### config.mk
export PLATFORM = sky130hd
export DESIGN_NAME = vector_frame_writer_flat
export DESIGN_NICKNAME = d
export VERILOG_FILES = /design/src/rtl/vfw_if.sv /design/src/rtl/vector_frame_writer.sv /design/src/flat_wrapper.sv
export SDC_FILE = /design/constraint.sdc
export NUM_CORES = 1
export LEC_CHECK = 0
export CAP_MARGIN = 10
export CORE_AREA = 2 2 83 85
export DETAILED_ROUTE_END_ITERATION = 10
export DIE_AREA = 0 0 85 87
export GPL_ROUTABILITY_DRIVEN = 0
export PLACE_DENSITY = 0.58
export RECOVER_POWER = 25
export SYNTH_ARGS = -nofsm -noshare
export SYNTH_HDL_FRONTEND = slang
export SYNTH_SLANG_ARGS = --single-unit
export TNS_END_PERCENT = 10
### constraint.sdc
create_clock -name clk -period 2.1 [get_ports clk]
set_input_delay 0.21 -clock clk [delete_from_list [all_inputs] [get_ports clk]]
set_output_delay 0.21 -clock clk [all_outputs]
set_load 0.02 [all_outputs]
### src/rtl/vfw_if.sv
// vfw_if: entry stream in, vector-RAM write port and frame status out
interface vfw_if #(
  parameter int OUT_WIDTH    = 8,
  parameter int ADDRESSWIDTH = 8,
  parameter int DATAWIDTH    = 18
);
  logic                    go_master;
  logic                    halt;
  logic                    in_valid;
  logic                    in_ready;
  logic                    in_draw;
  logic [OUT_WIDTH-1:0]    in_x;
  logic [OUT_WIDTH-1:0]    in_y;
  logic                    in_last;
  logic                    wr_en;
  logic [ADDRESSWIDTH-1:0] wr_addr;
  logic [DATAWIDTH-1:0]    wr_data;
  logic                    wr_bank;
  logic                    frame_pending;
  logic                    overflow;
  modport master (
    output go_master, halt, in_valid, in_draw, in_x, in_y, in_last,
    input  in_ready, wr_en, wr_addr, wr_data, wr_bank, frame_pending, overflow
  );
  modport slave (
    input  go_master, halt, in_valid, in_draw, in_x, in_y, in_last,
    output in_ready, wr_en, wr_addr, wr_data, wr_bank, frame_pending, overflow
  );
endinterface

### src/rtl/vector_frame_writer.sv
// vector_frame_writer: packs draw/move entries into a double-buffered vector RAM frame
module vector_frame_writer #(
  parameter int OUT_WIDTH    = 8,
  parameter int ADDRESSWIDTH = 8,
  parameter int DATAWIDTH    = 18,
  parameter int FRAME_MIN    = 0,
  parameter int FRAME_MAX    = 255
) (
  input logic   clk,
  input logic   rst,
  vfw_if.slave  bus
);
  localparam logic [ADDRESSWIDTH-1:0] PMIN = ADDRESSWIDTH'(FRAME_MIN);
  localparam logic [ADDRESSWIDTH-1:0] PMAX = ADDRESSWIDTH'(FRAME_MAX);
  typedef enum logic [1:0] {FILL, TERM, WAIT_SWAP} state_t;
  state_t                  state, state_n;
  logic [ADDRESSWIDTH-1:0] ptr;
  logic                    pend;
  logic [ADDRESSWIDTH-1:0] addr;
  logic [DATAWIDTH-1:0]    data;
  logic                    bank, pending, ovf;
  logic                    go, ready, accept, room;
  assign go = bus.go_master;
  always_ff @(posedge clk)
    if (rst) state <= FILL;
    else state <= state_n;
  always_comb
    state_n = !go ? state :
              state == FILL ? ((accept && bus.in_last) ? TERM : FILL) :
              state == TERM ? WAIT_SWAP :
              (bus.halt ? FILL : WAIT_SWAP);
  always_comb begin
    ready  = !rst && go && state == FILL;
    accept = ready && bus.in_valid;
    room   = ptr != PMAX;
  end
  // The registered write survives a go_master drop and is issued once it returns.
  always_ff @(posedge clk)
    if (rst) begin
      ptr     <= PMIN;
      pend    <= 1'b0;
      addr    <= '0;
      data    <= '0;
      bank    <= 1'b0;
      pending <= 1'b0;
      ovf     <= 1'b0;
    end else if (go) begin
      pend <= 1'b0;
      if (accept && room) begin
        pend <= 1'b1;
        addr <= ptr;
        data <= DATAWIDTH'({1'b0, bus.in_draw, bus.in_x, bus.in_y});
        ptr  <= ptr + 1'b1;
      end
      if (accept && !room) ovf <= 1'b1;
      if (state == TERM) begin
        pend    <= 1'b1;
        addr    <= ptr;
        data    <= {2'b10, (DATAWIDTH-2)'(0)};
        pending <= 1'b1;
      end
      if (state == WAIT_SWAP && bus.halt) begin
        bank    <= ~bank;
        ptr     <= PMIN;
        pending <= 1'b0;
        ovf     <= 1'b0;
      end
    end
  assign bus.in_ready      = ready;
  assign bus.wr_en         = pend && go;
  assign bus.wr_addr       = addr;
  assign bus.wr_data       = data;
  assign bus.wr_bank       = bank;
  assign bus.frame_pending = pending;
  assign bus.overflow      = ovf;
endmodule

### src/flat_wrapper.sv
// flat-port wrapper written by rule: the top's interface ports become plain ports
module vector_frame_writer_flat 
#(
  parameter int OUT_WIDTH    = 8,
  parameter int ADDRESSWIDTH = 8,
  parameter int DATAWIDTH    = 18,
  parameter int FRAME_MIN    = 0,
  parameter int FRAME_MAX    = 255
)
  (clk, rst, bus_go_master, bus_halt, bus_in_valid, bus_in_draw, bus_in_x, bus_in_y, bus_in_last, bus_in_ready, bus_wr_en, bus_wr_addr, bus_wr_data, bus_wr_bank, bus_frame_pending, bus_overflow);
  vfw_if #(.OUT_WIDTH(OUT_WIDTH), .ADDRESSWIDTH(ADDRESSWIDTH), .DATAWIDTH(DATAWIDTH)) bus_i ();
  input logic clk;
  input logic rst;
  input wire logic [$bits(bus_i.go_master)-1:0] bus_go_master;
  input wire logic [$bits(bus_i.halt)-1:0] bus_halt;
  input wire logic [$bits(bus_i.in_valid)-1:0] bus_in_valid;
  input wire logic [$bits(bus_i.in_draw)-1:0] bus_in_draw;
  input wire logic [$bits(bus_i.in_x)-1:0] bus_in_x;
  input wire logic [$bits(bus_i.in_y)-1:0] bus_in_y;
  input wire logic [$bits(bus_i.in_last)-1:0] bus_in_last;
  output wire logic [$bits(bus_i.in_ready)-1:0] bus_in_ready;
  output wire logic [$bits(bus_i.wr_en)-1:0] bus_wr_en;
  output wire logic [$bits(bus_i.wr_addr)-1:0] bus_wr_addr;
  output wire logic [$bits(bus_i.wr_data)-1:0] bus_wr_data;
  output wire logic [$bits(bus_i.wr_bank)-1:0] bus_wr_bank;
  output wire logic [$bits(bus_i.frame_pending)-1:0] bus_frame_pending;
  output wire logic [$bits(bus_i.overflow)-1:0] bus_overflow;
  assign bus_i.go_master = bus_go_master;
  assign bus_i.halt = bus_halt;
  assign bus_i.in_valid = bus_in_valid;
  assign bus_i.in_draw = bus_in_draw;
  assign bus_i.in_x = bus_in_x;
  assign bus_i.in_y = bus_in_y;
  assign bus_i.in_last = bus_in_last;
  assign bus_in_ready = bus_i.in_ready;
  assign bus_wr_en = bus_i.wr_en;
  assign bus_wr_addr = bus_i.wr_addr;
  assign bus_wr_data = bus_i.wr_data;
  assign bus_wr_bank = bus_i.wr_bank;
  assign bus_frame_pending = bus_i.frame_pending;
  assign bus_overflow = bus_i.overflow;
  vector_frame_writer #(.OUT_WIDTH(OUT_WIDTH), .ADDRESSWIDTH(ADDRESSWIDTH), .DATAWIDTH(DATAWIDTH), .FRAME_MIN(FRAME_MIN), .FRAME_MAX(FRAME_MAX)) u_core (.clk(clk), .rst(rst), .bus(bus_i));
endmodule
==> results by group <==
STA
  • Max Slew Vio Count: 0
  • RSZ-0062 raised after global routing: false
  • Setup TNS: 0 ns
  • Tmin final: 1.976 ns
  • Worst rel slew slack: 66.05%
  • Layout Skew: 0.004704 ns
  • Period utilization: 94.07%
  • Fmax: 0.5062 GHz
  • Final hold viol count: 0
  • Tightest Pin Transition: 0.5092 ns
  • Final setup fails: 0

Worst setup path
  • Crit. End Element: output port
  • Slowest cell on crit path: clkdlybuf4s50_1
  • Nature of the critical path startpoint: flop
  • CP arrival: 1.77 ns
  • Critical path origin: u_core.state[1]$_SDFFE_PP0P_
  • CP top delay family: buffers and inverters
  • CP peak stage delay: 0.68 ns
  • Worst Path Max Fanout: 7
  • FF-to-FF Start: u_core.ptr[0]$_SDFFE_PP0P_
  • WP buf/inv: 1
  • Kind of critical path: reg -> out
  • Worst Path Required: 1.89 ns
  • CP cell instances: nor4b_4, clkdlybuf4s50_1

CTS
  • CTS Hold Buffers Added: 0
  • CTS root buf: clkbuf_8
  • Clock Tree Buf Depth: 2
  • Post-CTS Setup Bufs: 0
  • Clock sink count: 40
  • CTS resizes: 0
  • Clock latency on the worst-skew pair: 0.29 ns
  • CTS Buf Count: 5
  • Clock-pin slew on the worst setup and hold paths: 0.07 ns
  • TritonCTS clock tree: built
  • H-tree depth: 2

Power
  • Power per cell area: 702.6 mW/mm^2
  • Worst IR Drop VDD: 0.0003218 V
  • Leak: 0.9260 nW

Min path
  • Hold crit path type: reg -> reg
  • Worst Hold Launch: u_core.pend$_SDFFE_PP0P_

Yosys
  • Count of cell types in the netlist: 38
  • Post-synth EDFFs: 0
  • Warning count from the yosys run: 0
  • Post-synth top area share: 50.87%
  • Synth async-reset ratio: 0%
  • #FFs+latches synth: 40
  • Mapped Cells: 156
  • Ys flop type: dfxtp_1
  • Largest area contributor in the netlist: dfxtp_1
  • Top cells by area, synth: dfxtp_1 (51%), a22o_1 (9.5%), nand2b_1 (4.0%)
  • Mapped cell area: 0.001574 sq mm
  • Seq/Total Area, Yosys: 50.87%
  • Average cell area after synthesis: 10.09 sq um
  • Syn Nets: 180

Layout
  • ANT cells: 0
  • Most frequent cells in the layout: clkdlybuf4s50_1 (41), dfxtp_1 (40), a22o_1 (17)
  • Area Growth Syn to Fin: 50.80%
  • Share of cells above drive strength 1: 10.45%
  • Most common cell after layout, fill and taps aside: clkdlybuf4s50_1
  • Non-filler instance count after layout: 300
  • Nets@finish: 243

GRT
  • Total GRT Usage: 10.93%
  • GRT overflow: 0
  • First-pass GRT wire length: 6423 um
  • Pin count of the biggest net entering global routing: 26
  • Vias in the first global route: 1377
  • Number of antenna violations at the first check in global routing: 0

Die
  • Row count: 30
  • Initial Utilization: 23.96%
  • Chip Height: 87 um
  • I/O pin count: 54
  • Die area: 0.007395 sq mm
  • Die width: 85 um
  • Core Box Area: 0.006569 sq mm

Run
  • Max cap viols: 0

Routing
  • DRT iter0 DRCs: 103
  • Vias per inst: 4.577
  • DRC errors left: 0
  • Remaining antenna violation count: 0
  • Vias: 1373
  • Router iterations before antenna repair: 4
  • Drt wl/cell: 13.04 um
  • Detailed Route WL: 3911 um

Run status
  • Status: complete, no violations

Place
  • Port buffer count: 53
  • Post-DP HPWL: 2776 um
  • Placed cell count: 292
## flip-flops by register name, summed over array words and instances, names as in the netlist
| name | cells |
|---|---|
| u_core.bus.wr_data | 18 |
| u_core.ptr | 8 |
| u_core.bus.overflow | 1 |
| u_core.bus.frame_pending | 1 |
| u_core.state | 2 |
| u_core.bus.wr_addr | 8 |
| u_core.bus.wr_bank | 1 |
| u_core.pend | 1 |
## where the power goes
part / internal (mW) / leakage (nW) / switching (mW)
combinational: 0.107 / 0.537 / 0.0865
clock: 0.419 / 0.0645 / 0.261
sequential: 0.781 / 0.325 / 0.0130
total: 1.31 / 0.926 / 0.360
## cells in the mapped netlist, types with 2 or more instances
library cell,count
or3_1,2
nand2_1,5
mux2i_1,5
dfxtp_1,40
nor3_1,2
nand4_1,3
nand3_1,10
clkbuf_1,4
a22o_1,17
a31oi_1,4
o22ai_1,2
nor2_1,7
buf_2,5
a21oi_1,8
o21ai_0,6
nand3b_1,5
nand2b_1,10
## metrics by stage
step / power (mW) / hold WS (ns) / setup slack [ns] / instance area (sq um) / util (%)
6_report: 1.668 / 0.4660 / 0.1244 / 2374 / 36.13
3_5_place_dp: 1.011 / 0.4571 / 0.08883 / 2255 / 34.32
3_3_place_gp: 1.011 / 0.4497 / 0.1492 / 2255 / 34.32
2_1_floorplan: 0.8995 / 0.3427 / 0.2718 / 1574 / -
4_1_cts: 1.704 / 0.4714 / 0.09093 / 2381 / 36.25
5_1_grt: 1.740 / 0.4933 / 0.01022 / 2374 / 36.13
## cell families after synthesis
kind of cell             count (synthesis)  share of synthesized area, %
buffers and inverters                   11                         3.259
AND/OR/NAND/NOR                         55                         21.62
adder cells (fa/ha/maj)                  1                        0.7948
XOR/XNOR                                 1                        0.5565
flip-flops                              40                         50.87
AO/OA/AOI/OAI                           43                         19.71
multiplexers                             5                         3.180
## tightest hold or removal path: cells and delay by family, from the launching register on
kind	cells	cell delay, ns
DFF	1	0.31
and+or+nand+nor	1	0.06
AOI/OAI and AO/OA	1	0.05
## routing by layer
layer,global-route usage (%),wire (um)
met1,13.02,1793
met2,18.04,1766
met3,4.455,303
met4,3.463,46
met5,0,0
## worst paths after layout
| check | to | slack [ns] | cells past startpoint |
|---|---|---|---|
| setup / recovery | bus_in_ready | 0.12 | 2 |
| hold / removal | u_core.pend$_SDFFE_PP0P_ | 0.47 | 2 |
| setup reg to reg | u_core.bus.wr_addr[3]$_SDFFE_PP0P_ | 0.22 | 6 |
| hold reg to reg | u_core.pend$_SDFFE_PP0P_ | 0.47 | 2 |
## area by class of cell
type / instances / area (sq um)
Clock buffer: 7 / 96.34
Sequential cell: 40 / 800.8
Tap cell: 80 / 100.1
Clock inverter: 1 / 30.03
Inverter: 1 / 3.754
Fill cell: 692 / 4195
Timing Repair Buffer: 66 / 620.6
Multi-Input combinational cell: 105 / 721.9
Power figures use the tool's default switching activity.
